===== src/rtl/matrix_mac_seq.sv =====
// matrix_mac_seq: owns port B of the A/B/C BRAMs and computes C = A x B with
// one signed 16x16 MAC per cycle, writing one 32-bit C element per result.
module matrix_mac_seq #(
   parameter int DIM    = 64,
   parameter int AW     = 12,
   parameter int RD_LAT = 2
) (
   input  logic               clk,
   input  logic               rst_n,
   input  logic               start_in,
   input  logic [6:0]         size_in,
   output logic               busy_out,
   output logic               done_out,
   output logic [2:0][AW-1:0] addrb_out,
   output logic [2:2]         web_out,
   output logic [2:2][31:0]   dinb_out,
   input  logic [1:0][15:0]   doutb_in
);

   localparam int              WCW   = (RD_LAT > 1) ? $clog2(RD_LAT) : 1;
   localparam logic [7:0]      DIM_W = 8'(DIM);
   localparam logic [AW-1:0]   DIM_A = AW'(DIM);

   typedef enum logic [2:0] {S_IDLE, S_ISSUE, S_WAIT, S_WRITE, S_DONE} state_t;

   state_t              r_state, w_next;
   logic                r_armed;
   logic [6:0]          r_n, r_i, r_j, r_k;
   logic [WCW-1:0]      r_wcnt;
   logic [RD_LAT-1:0]   r_vld_p;
   logic signed [31:0]  r_acc;
   logic [AW-1:0]       r_addr_a, r_addr_b, r_addr_c;
   logic [31:0]         r_dinb;

   logic [6:0]          w_n_eff;
   logic                w_accept, w_issue, w_k_last, w_j_last, w_e_last;
   logic [AW-1:0]       w_addr_a, w_addr_b, w_addr_c;
   logic signed [31:0]  w_prod;

   // Sizes beyond the RAM geometry are clamped to DIM.
   assign w_n_eff  = ({1'b0, size_in} > DIM_W) ? DIM_W[6:0] : size_in;
   // r_armed blocks a start presented in the same cycle reset is released.
   assign w_accept = (r_state == S_IDLE) && start_in && r_armed;
   assign w_issue  = (r_state == S_ISSUE);
   assign w_k_last = (r_k == r_n - 7'd1);
   assign w_j_last = (r_j == r_n - 7'd1);
   assign w_e_last = w_j_last && (r_i == r_n - 7'd1);

   assign w_addr_a = AW'(r_i) * DIM_A + AW'(r_k);
   assign w_addr_b = AW'(r_k) * DIM_A + AW'(r_j);
   assign w_addr_c = AW'(r_i) * DIM_A + AW'(r_j);
   assign w_prod   = 32'($signed(doutb_in[0])) * 32'($signed(doutb_in[1]));

   always_comb begin
      w_next = r_state;
      case (r_state)
         S_IDLE:  if (w_accept) w_next = (w_n_eff == 7'd0) ? S_DONE : S_ISSUE;
         S_ISSUE: if (w_k_last) w_next = S_WAIT;
         S_WAIT:  if (r_wcnt == WCW'(RD_LAT - 1)) w_next = S_WRITE;
         S_WRITE: w_next = w_e_last ? S_DONE : S_ISSUE;
         S_DONE:  w_next = S_IDLE;
         default: w_next = S_IDLE;
      endcase
   end

   always_ff @(posedge clk or negedge rst_n) begin
      if (!rst_n) begin
         r_state  <= S_IDLE;
         r_armed  <= 1'b0;
         r_n      <= '0;
         r_i      <= '0;
         r_j      <= '0;
         r_k      <= '0;
         r_wcnt   <= '0;
         r_vld_p  <= '0;
         r_acc    <= '0;
         r_addr_a <= '0;
         r_addr_b <= '0;
         r_addr_c <= '0;
         r_dinb   <= '0;
      end else begin
         r_state <= w_next;
         r_armed <= 1'b1;
         // Valid bit tracks each issued term through the BRAM read latency.
         r_vld_p <= (r_vld_p << 1) | RD_LAT'(w_issue);
         if (r_vld_p[RD_LAT-1]) r_acc <= r_acc + w_prod;
         case (r_state)
            S_IDLE: begin
               if (w_accept) begin
                  r_n   <= w_n_eff;
                  r_i   <= '0;
                  r_j   <= '0;
                  r_k   <= '0;
                  r_acc <= '0;
               end
            end
            S_ISSUE: begin
               r_addr_a <= w_addr_a;
               r_addr_b <= w_addr_b;
               r_k      <= r_k + 7'd1;
               r_wcnt   <= '0;
            end
            S_WAIT: r_wcnt <= r_wcnt + WCW'(1);
            S_WRITE: begin
               r_addr_c <= w_addr_c;
               r_dinb   <= r_acc;
               r_acc    <= '0;
               r_k      <= '0;
               if (w_j_last) begin
                  r_j <= '0;
                  r_i <= r_i + 7'd1;
               end else begin
                  r_j <= r_j + 7'd1;
               end
            end
            default: ;
         endcase
      end
   end

   // Live address/data during their own state, last value held otherwise.
   always_comb begin
      busy_out     = (r_state == S_ISSUE) || (r_state == S_WAIT) || (r_state == S_WRITE);
      done_out     = (r_state == S_DONE);
      web_out[2]   = (r_state == S_WRITE);
      addrb_out[0] = w_issue ? w_addr_a : r_addr_a;
      addrb_out[1] = w_issue ? w_addr_b : r_addr_b;
      addrb_out[2] = (r_state == S_WRITE) ? w_addr_c : r_addr_c;
      dinb_out[2]  = (r_state == S_WRITE) ? r_acc : r_dinb;
   end

endmodule


===== config.mk =====
export PLATFORM = sky130hd
export DESIGN_NAME = matrix_mac_seq
export DESIGN_NICKNAME = d
export VERILOG_FILES = /design/src/rtl/matrix_mac_seq.sv
export SDC_FILE = /design/constraint.sdc
export NUM_CORES = 1
export LEC_CHECK = 0
export CAP_MARGIN = 40
export CELL_PAD_IN_SITES_DETAIL_PLACEMENT = 1
export CELL_PAD_IN_SITES_GLOBAL_PLACEMENT = 1
export CORE_MARGIN = 2
export CORE_UTILIZATION = 56
export DETAILED_ROUTE_END_ITERATION = 8
export DONT_BUFFER_PORTS = 1
export GPL_TIMING_DRIVEN = 0
export HOLD_SLACK_MARGIN = 0.15
export PLACE_DENSITY = 0.94
export SLEW_MARGIN = 20
export SYNTH_ARGS = -nofsm -noshare
export SYNTH_HDL_FRONTEND = slang
export SYNTH_SLANG_ARGS = --single-unit

===== constraint.sdc =====
create_clock -name clk -period 10.67 [get_ports clk]
set_input_delay 1.6005 -clock clk [delete_from_list [all_inputs] [get_ports clk]]
set_output_delay 1.6005 -clock clk [all_outputs]
set_load 0.05 [all_outputs]

==> summary.md, run 1 <==
| Metric | Value |
|---|---|
| Status | `complete, no violations` |
| Startpoint types | `input port` |
| Clock Sinks | `135` |
| Synth area leader | `fa_1` |
| CTS clock-pin slew for the worst setup and hold paths | `0.06 ns` |
| Die footprint | `31270 µm²` |
| Drt first pass iters | `6` |
| Cell chain of the critical path | `clkbuf_1 -> nand2_1 -> fa_1 -> inv_1 -> fa_1 -> fa_1 -> fa_1 -> fa_1 -> inv_1 -> fa_1 -> inv_1 -> ha_1 -> and4_1 -> a21oi_1 -> o221ai_2 -> o41ai_1 -> o21ai_0 -> nor2_1 -> xor2_1 -> o22ai_1` |
| Most used cell, CP | `fa_1` |
| DR vias | `14241` |
| CP Max Fanout | `10` |
| Drt initial violations | `1311` |
| Post-DRT Antenna Nets | `0` |
| Synth top area share | `34.94%` |
| Clock Latency Late Sink | `0.46 ns` |
| Critical path class | `in -> reg` |
| Reg2Reg Depth | `18` |
| Sequential area share after synthesis | `20.19%` |
| Die Wd | `176.8 µm` |
| R2r endpoint | `r_acc[29]` |
| Crit path buffers/inverters | `4` |
| Post-Synthesis Cells | `1768` |
| CTS tree | `done` |
| Total global-route track usage | `44.35%` |
| Area contributors post-synth | `fa_1 (35%), dfrtp_1 (20%), ha_1 (8.1%)` |
| Slew Viols, Final | `0` |
| Fin worst setup slack | `2.228 ns` |
| Initial antenna violation count | `4` |
| Post-route DRC | `0` |
| Dominant synthesized flop cell | `dfrtp_1` |
| Fmax | `118.5 MHz` |
| Arrival @ worst endpoint | `8.75 ns` |
| Hold Path Depth | `0` |
| Clock root cell | `clkbuf_16` |
| Post-synth EDFFs | `0` |
| # IOs | `113` |
| Htree depth | `4` |
| N_diodes | `0` |
| Count of cell types in the netlist | `56` |
| Number of global-route vias before repair | `16852` |
| Critical path's largest stage delay | `0.89 ns` |
| Die height | `176.8 µm` |
| Hold bufs inserted after CTS | `0` |
| Synth-to-layout area growth | `7.262%` |
| Max-slew headroom | `42.00%` |
| Starting density of the core | `56.60%` |
| Layout cells sized above 1 | `4.245%` |
| Unrepaired setup endpoints after global routing | `no` |
| Worst r2r src | `r_acc[15]` |
| Slowest stage cell, crit path | `fa_1` |
| Worst Min Path Start | `r_vld_p[0]` |
| Reg2Reg Setup Slack | `4.44 ns` |
| Gpl congestion | `0.8844` |
| TritonCTS Buffers | `17` |
| Syn Nets | `2210` |
| Worst slack, placed | `2.114 ns` |
| Yosys warns | `0` |
| CTS resizes | `0` |
| Synth Register Bits | `135` |
| # Max-Cap Violations | `0` |
| FFs w/ async S/R, synth | `100.0%` |
| Min-Delay Path Class | `reg -> reg` |
| Mapped cell area | `16730 µm²` |
| Placeable Area | `29560 µm²` |
| Gr ovfl total | `0` |
| First-pass GRT wire length | `100300 µm` |
| Final Critical Period | `8.442 ns` |
| Number of setup violations in the final report | `0` |
| Final wirelength | `65290 µm` |
| Hold Path End | `r_vld_p[1]` |
| Pin count of the biggest net entering global routing | `136` |
| Row cnt | `63` |
| Nets | `2246` |
| Top post-synthesis cells by count | `inv_1 (342), fa_1 (292), nand2_1 (287)` |
| Dominant cell by count in the synthesized netlist | `inv_1` |
| Worst Path Required | `10.97 ns` |
| Tightest Pin Transition | `0.8700 ns` |
| Post-CTS Setup Repair Bufs | `0` |
| CTS max path bufs | `2` |
| Period utilization | `79.12%` |
| Drt wl/cell | `29.62 µm` |
| Hold Vio Cnt, Final | `0` |
| CP top delay family | `adder cells` |
| Worst setup EP type | `flip-flop` |
| IO buf count | `0` |
| Syn Area/Cell | `9.463 µm²` |
| Vias per inst | `6.461` |
| Setup TNS | `0 ns` |
| Clk_skew | `0.01357 ns` |
| DP HPWL | `46660 µm` |
-- cell type report --
type                       count  area, µm²
timing repair buffer          17      142.6
fill                        3340      11610
tap                          390      488.0
inverter                     342       1284
clock buffer                  19      442.9
multi-input combinational   1225      11820
buffer                        66      256.5
sequential                   135       3378
clock inverter                10      131.4
-- flip-flops by register name, indices dropped and copies added (netlist names), 7 cells and up --
register	count
r_addr_b	12
r_i	7
r_k	7
r_dinb	32
r_addr_a	12
r_acc	32
r_addr_c	12
r_j	7
r_n	7
-- through the flow --
stage,cells,hold WS (ns),instance area [µm²],util [%]
6_report,2204,0.3676,17940,60.71
5_1_grt,2204,0.3632,17940,60.71
4_1_cts,2200,0.3624,17900,60.57
3_5_place_dp,2171,0.3435,17330,58.62
3_3_place_gp,2158,0.3341,17220,58.25
2_1_floorplan,1768,0.3312,16730,-
-- layout by cell type (no fill, tap or decap), types with 6 or more instances in the layout --
| cell type | count |
|---|---|
| a211oi_1 | 7 |
| a21o_1 | 15 |
| a21oi_1 | 40 |
| and2_1 | 125 |
| and3_1 | 7 |
| buf_4 | 13 |
| clkbuf_1 | 63 |
| clkbuf_16 | 17 |
| dfrtp_1 | 135 |
| fa_1 | 292 |
| ha_1 | 108 |
| inv_1 | 342 |
| mux2_2 | 18 |
| mux2i_1 | 17 |
| nand2_1 | 287 |
| nand2b_1 | 6 |
| nand3_1 | 18 |
| nand3b_1 | 6 |
| nor2_1 | 80 |
| nor3_1 | 14 |
| o21ai_0 | 32 |
| o21ai_1 | 6 |
| o22ai_1 | 7 |
| or3_1 | 6 |
| xnor2_1 | 46 |
| xor2_1 | 33 |
-- per-layer routing --
| metal | vias to the layer above | global-route usage (%) | wire [µm] |
|---|---|---|---|
| met5 | - | 0 | 42 |
| met4 | 6 | 40.53 | 7187 |
| met3 | 541 | 12.11 | 5690 |
| met2 | 1076 | 72.85 | 31800 |
| met1 | 7204 | 46.34 | 20560 |
| li1 | 5414 | - | - |
-- kinds of logic after synthesis --
logic type,share of synthesized area (%)
adders and majority gates,43.02
DFF,20.19
AOI/OAI and AO/OA,5.048
other,0.02242
and+or+nand+nor,15.95
xor gates and xnor gates,4.330
buffers and inverters,9.206
muxes,2.229
-- worst reg2reg max path, cell delays in order (launching register included) --
cell      delay [ns]
dfrtp_1         0.41
inv_1           0.13
fa_1            0.52
inv_1           0.06
fa_1            0.50
fa_1            0.55
fa_1            0.60
inv_1           0.06
fa_1            0.48
inv_1           0.07
ha_1            0.38
and4_1          0.28
a21oi_1         0.18
o221ai_2        0.22
o41ai_1         0.77
o21ai_0         0.28
nor2_1          0.23
xor2_1          0.22
o22ai_1         0.11
-- worst max path at each step --
| stage | from | endpoint | slack, ns | depth (start not counted) |
|---|---|---|---|---|
| final | doutb_in[8] | r_acc[29] | 2.23 | 20 |
| after global routing | doutb_in[15] | r_acc[28] | 2.07 | 23 |
| after CTS | doutb_in[15] | r_acc[28] | 2.43 | 23 |
| after detailed placement | doutb_in[15] | r_acc[28] | 2.11 | 23 |
| after global placement | doutb_in[15] | r_acc[28] | 2.84 | 23 |
| after floorplan | doutb_in[15] | r_acc[26] | 3.48 | 23 |
Power of run 1 is not shown: default switching activity piles up to over one toggle a cycle in this logic, so the estimate is an artifact.
==> run 2, diff against run 1 <==
- CORE_UTILIZATION: 56 -> 47
- PLACE_DENSITY: 0.94 -> 0.85
- clock period: 10.67 -> 7.1 ns (I/O delays scaled with it)
==> summary.md, run 2 (synthesis results as in run 1) <==
| Metric | Value |
|---|---|
| Gr ovfl total | `0` |
| # IOs | `113` |
| Worst r2r src | `r_acc[15]` |
| Htree depth | `4` |
| Clock root cell | `clkbuf_16` |
| Die footprint | `37120 µm²` |
| Hold slack final | `0.3385 ns` |
| Number of global-route vias before repair | `14585` |
| Clock Sinks | `135` |
| Row cnt | `69` |
| Clock Latency Late Sink | `0.42 ns` |
| Nets | `2245` |
| Post-route DRC | `0` |
| Startpoint types | `input port` |
| Worst setup EP type | `flip-flop` |
| TritonCTS Buffers | `17` |
| Max-slew headroom | `43.66%` |
| Worst Path Required | `7.37 ns` |
| Layout cells sized above 1 | `5.672%` |
| Starting density of the core | `47.38%` |
| Reg2Reg Setup Slack | `1.55 ns` |
| Drt initial violations | `476` |
| Layout Utilization | `51.30%` |
| DP HPWL | `41030 µm` |
| Pin count of the biggest net entering global routing | `136` |
| Final wirelength | `48800 µm` |
| Hold bufs inserted after CTS | `0` |
| Drt wl/cell | `21.43 µm` |
| Final Critical Period | `6.832 ns` |
| Total global-route track usage | `28.45%` |
| Number of setup violations in the final report | `0` |
| Gpl congestion | `0.9093` |
| Min-Delay Path Class | `in -> async` |
| CTS max path bufs | `2` |
| Fin cells | `2277` |
| Period utilization | `96.23%` |
| Critical path origin | `doutb_in[14]` |
| # Max-Cap Violations | `0` |
| CTS tree | `done` |
| Synth-to-layout area growth | `8.279%` |
| Commonest cells after routing, fill and taps aside | `inv_1 (340), fa_1 (291), nand2_1 (287), dfrtp_1 (135), and2_1 (125)` |
| Die Wd | `192.7 µm` |
| Drt first pass iters | `5` |
| Hold Vio Cnt, Final | `0` |
| Post-CTS Setup Repair Bufs | `0` |
| Die height | `192.7 µm` |
| CTS clock-pin slew for the worst setup and hold paths | `0.06 ns` |
| CP Max Fanout | `10` |
| Critical path class | `in -> reg` |
| Post-DRT Antenna Nets | `0` |
| Biggest regs | `r_acc: 32 flops, r_dinb: 32 flops` |
| Initial antenna violation count | `1` |
| Vias per inst | `5.379` |
| Crit path to | `r_acc[28]` |
| First-pass GRT wire length | `79960 µm` |
| Placed Cells | `2245` |
| Status | `complete, no violations` |
| Unrepaired setup endpoints after global routing | `no` |
| DR vias | `12249` |
| N_diodes | `0` |
| R2r endpoint | `r_acc[28]` |
| Arrival @ worst endpoint | `7.10 ns` |
| Placeable Area | `35310 µm²` |
| IO buf count | `0` |
| Most common cell after layout, fill and taps aside | `inv_1` |
| Slew Viols, Final | `0` |
| Tightest Pin Transition | `0.8450 ns` |
| Clk_skew | `0.01093 ns` |
| Reg2Reg Depth | `19` |
| Fmax | `146.4 MHz` |
## run 2: cell count changes in the layout (fill, tap and decap cells not counted), sizes merged
cell      delta
inv          +8
clkinv       -5
clkbuf       -3
clkinvlp     +2
## run 2: final cells by class
type	instances	area, µm²
plain buffers	66	279.0
flip-flops and latches	135	3378
multi-input cells	1225	11840
clock buffers	17	425.4
clock inverters	15	207.7
fillers	4028	17200
repair buffers	16	121.4
well taps	461	576.8
inverters	342	1287
## run 2: worst min path at each step
| stage | from | to | slack, ns | depth (start not counted) |
|---|---|---|---|---|
| 3_3_place_gp | r_vld_p[0] | r_vld_p[1] | 0.34 | 0 |
| 4_1_cts | rst_n | r_dinb[28] | 0.32 | 0 |
| 2_1_floorplan | r_vld_p[0] | r_vld_p[1] | 0.33 | 0 |
| 5_1_grt | rst_n | r_dinb[30] | 0.32 | 0 |
| 3_5_place_dp | r_vld_p[0] | r_vld_p[1] | 0.34 | 0 |
| 6_report | rst_n | r_dinb[28] | 0.34 | 0 |
## run 2: worst max-delay path: stages
cell      delay, ns
clkbuf_1       0.40
nand2_1        0.18
fa_1           0.56
fa_1           0.52
fa_1           0.53
inv_1          0.06
fa_1           0.53
fa_1           0.54
inv_1          0.06
fa_1           0.47
inv_1          0.04
ha_1           0.36
and4_1         0.27
nand2_1        0.08
or3b_2         0.45
o22ai_1        0.18
a21oi_2        0.11
a41oi_2        0.28
a21oi_1        0.12
xnor2_1        0.18
a21oi_1        0.10
## run 2: timing repair
action	CTS	global route
resized for setup	2	40
setup endpoints to repair	1	7
cloned	0	0
## run 2: layer usage
metal	global-route usage [%]	vias up	share of wire, %
li1	-	5429	-
met1	34.16	6330	39
met2	50.01	378	51
met3	5.801	112	6.3
met4	11.22	0	3.7
met5	0	-	0
## run 2: metrics by stage
step	TNS [ns]	cell area, µm²	setup WS (ns)
2_1_floorplan	0	16730	0.4414
3_3_place_gp	-0.8625	17310	-0.2203
3_5_place_dp	-2.361	17430	-0.4630
4_1_cts	0	18070	0.009957
5_1_grt	0	18110	0.04451
6_report	0	18110	0.2677
Power of run 2 is left out for the same reason.
==> run 3, diff against run 2 <==
- CTS_CLUSTER_DIAMETER: unset -> 100
- clock period: 7.1 -> 5.6 ns (I/O delays scaled with it)
==> summary.md, run 3 (synthesis results as in run 1) <==
| Metric | Value |
|---|---|
| Min-Delay Path Class | `reg -> reg` |
| Final wirelength | `57420 µm` |
| Htree depth | `4` |
| Clk_skew | `0.01436 ns` |
| Total global-route track usage | `29.60%` |
| Die height | `192.7 µm` |
| CTS max path bufs | `2` |
| Placeable Area | `35310 µm²` |
| Tightest Pin Transition | `0.8788 ns` |
| Fillers | `3887` |
| Status | `finished, violations left` |
| Startpoint types | `input port` |
| Slowest stage cell, crit path | `fa_1` |
| CP top delay family | `adder cells` |
| Period utilization | `110.9%` |
| CP Max Fanout | `8` |
| Fmax | `161.0 MHz` |
| # Max-Cap Violations | `0` |
| Cell chain of the critical path | `clkbuf_16 -> nand2_4 -> inv_2 -> fa_2 -> buf_6 -> fa_1 -> inv_2 -> fa_1 -> inv_1 -> fa_1 -> fa_1 -> inv_2 -> fa_1 -> inv_2 -> ha_4 -> a21oi_2 -> o21ai_2 -> or3b_4 -> o22ai_4 -> a21oi_4 -> a21o_1 -> a21oi_2 -> xor2_1 -> o22ai_1` |
| First-pass GRT wire length | `82570 µm` |
| Gpl congestion | `0.9292` |
| Pin count of the biggest net entering global routing | `136` |
| DP HPWL | `41580 µm` |
| Failing checks | `setup timing` |
| Starting density of the core | `47.38%` |
| Number of setup violations in the final report | `19` |
| Unrepaired setup endpoints after global routing | `yes` |
| TritonCTS Buffers | `17` |
| Biggest regs | `r_acc: 32 flops, r_dinb: 32 flops` |
| Number of global-route vias before repair | `14614` |
| Gr ovfl total | `0` |
| Reg2Reg Setup Slack | `0.29 ns` |
| Crit path buffers/inverters | `7` |
| # IOs | `113` |
| Drt first pass iters | `6` |
| Nets | `2295` |
| Critical path class | `in -> reg` |
| Critical Path Stages | `24` |
| Crit path to | `r_acc[24]` |
| Drt initial violations | `606` |
| Worst setup EP type | `flip-flop` |
| DR vias | `13016` |
| Synth-to-layout area growth | `17.44%` |
| Most common cell after layout, fill and taps aside | `inv_1` |
| Die footprint | `37120 µm²` |
| Post-DRT Antenna Nets | `0` |
| R2r endpoint | `r_acc[24]` |
| Arrival @ worst endpoint | `6.47 ns` |
| Critical path's largest stage delay | `0.54 ns` |
| Slew Viols, Final | `0` |
| Vias per inst | `5.589` |
| Max-slew headroom | `41.20%` |
| Row cnt | `69` |
| Clock root cell | `clkbuf_16` |
| CTS clock-pin slew for the worst setup and hold paths | `0.07 ns` |
| Layout cells sized above 1 | `16.77%` |
| Setup TNS | `-6.630 ns` |
| Multi-input gate area | `12560 µm²` |
| Seq. cell area | `3378 µm²` |
| Worst slack, placed | `-1.226 ns` |
| Worst r2r src | `r_acc[15]` |
| CTS tree | `done` |
| Commonest cells after routing, fill and taps aside | `inv_1 (309), nand2_1 (275), fa_1 (271), dfrtp_1 (135), and2_1 (110)` |
| Clock Latency Late Sink | `0.43 ns` |
| Fin worst setup slack | `-0.6106 ns` |
| Hold Vio Cnt, Final | `0` |
| Post-route DRC | `0` |
| Most used cell, CP | `fa_1` |
| Worst Path Required | `5.86 ns` |
| Hold slack final | `0.3491 ns` |
| Critical path origin | `doutb_in[15]` |
| Drt wl/cell | `24.65 µm` |
| Die Wd | `192.7 µm` |
| Initial antenna violation count | `2` |
| IO buf count | `0` |
| Clock Sinks | `135` |
| Final Critical Period | `6.211 ns` |
| Reg2Reg Depth | `19` |
run 3: cell types whose count changed in the layout (fill, tap and decap cells not counted), moves of 19 or more:
cell,delta
fa_2,+20
buf_4,+41
inv_2,+30
inv_1,-31
fa_1,-20
ha_1,-22
ha_4,+19
run 3: what timing repair did:
item | CTS | global route
buffers inserted | 21 | 29
gates resized for setup | 82 | 135
hold endpoints to repair | 135 | 0
pin swaps | 53 | 87
cloned | 1 | 1
hold buffers | 1 | 0
setup endpoints to repair | 20 | 19
run 3: per-layer routing:
| metal | share of wire, % | GRT usage [%] | vias to the layer above |
|---|---|---|---|
| met4 | 4.5 | 9.748 | 2 |
| met1 | 37 | 35.36 | 6824 |
| met2 | 52 | 53.57 | 484 |
| li1 | - | - | 5518 |
| met3 | 6.5 | 5.474 | 188 |
| met5 | 0.023 | 0 | - |
run 3: through the flow:
step | instances | instance area, µm² | utilization (%)
final | 2329 | 19650 | 55.64
after global routing | 2327 | 19640 | 55.63
after CTS | 2299 | 19000 | 53.82
after detailed placement | 2244 | 17820 | 50.47
after global placement | 2229 | 17700 | 50.13
after floorplan | 1768 | 17130 | -
run 3: layout make-up:
cell class / count / share of cell area, %
Tap cell: 461 / 2.936
Antenna cell: 2 / 0.02547
Buffer: 66 / 3.133
Sequential cell: 135 / 17.19
Clock inverter: 13 / 0.9934
Clock buffer: 19 / 2.305
Inverter: 342 / 6.566
Timing Repair Buffer: 66 / 2.898
Multi-Input combinational cell: 1225 / 63.95
run 3: worst register-to-register path: stages (launching register included):
cell     delay, ns
dfrtp_1       0.39
inv_1         0.19
fa_1          0.44
inv_1         0.09
fa_1          0.44
fa_1          0.50
fa_1          0.60
inv_2         0.05
fa_1          0.50
inv_2         0.05
ha_4          0.24
and4_4        0.22
nand2_2       0.08
or3b_4        0.40
o22ai_4       0.16
a21oi_4       0.09
a21o_1        0.22
a21oi_2       0.13
xor2_1        0.21
o22ai_1       0.13
run 3: how the worst min path moves through the flow:
| stage | from | endpoint | slack [ns] | depth (start not counted) |
|---|---|---|---|---|
| after detailed placement | r_vld_p[0] | r_vld_p[1] | 0.34 | 0 |
| after global routing | r_vld_p[0] | r_vld_p[1] | 0.35 | 0 |
| after floorplan | r_vld_p[0] | r_vld_p[1] | 0.33 | 0 |
| after CTS | r_vld_p[0] | r_vld_p[1] | 0.35 | 0 |
| final | r_vld_p[0] | r_vld_p[1] | 0.35 | 0 |
| after global placement | r_vld_p[0] | r_vld_p[1] | 0.33 | 0 |
Power of run 3 is left out for the same reason.
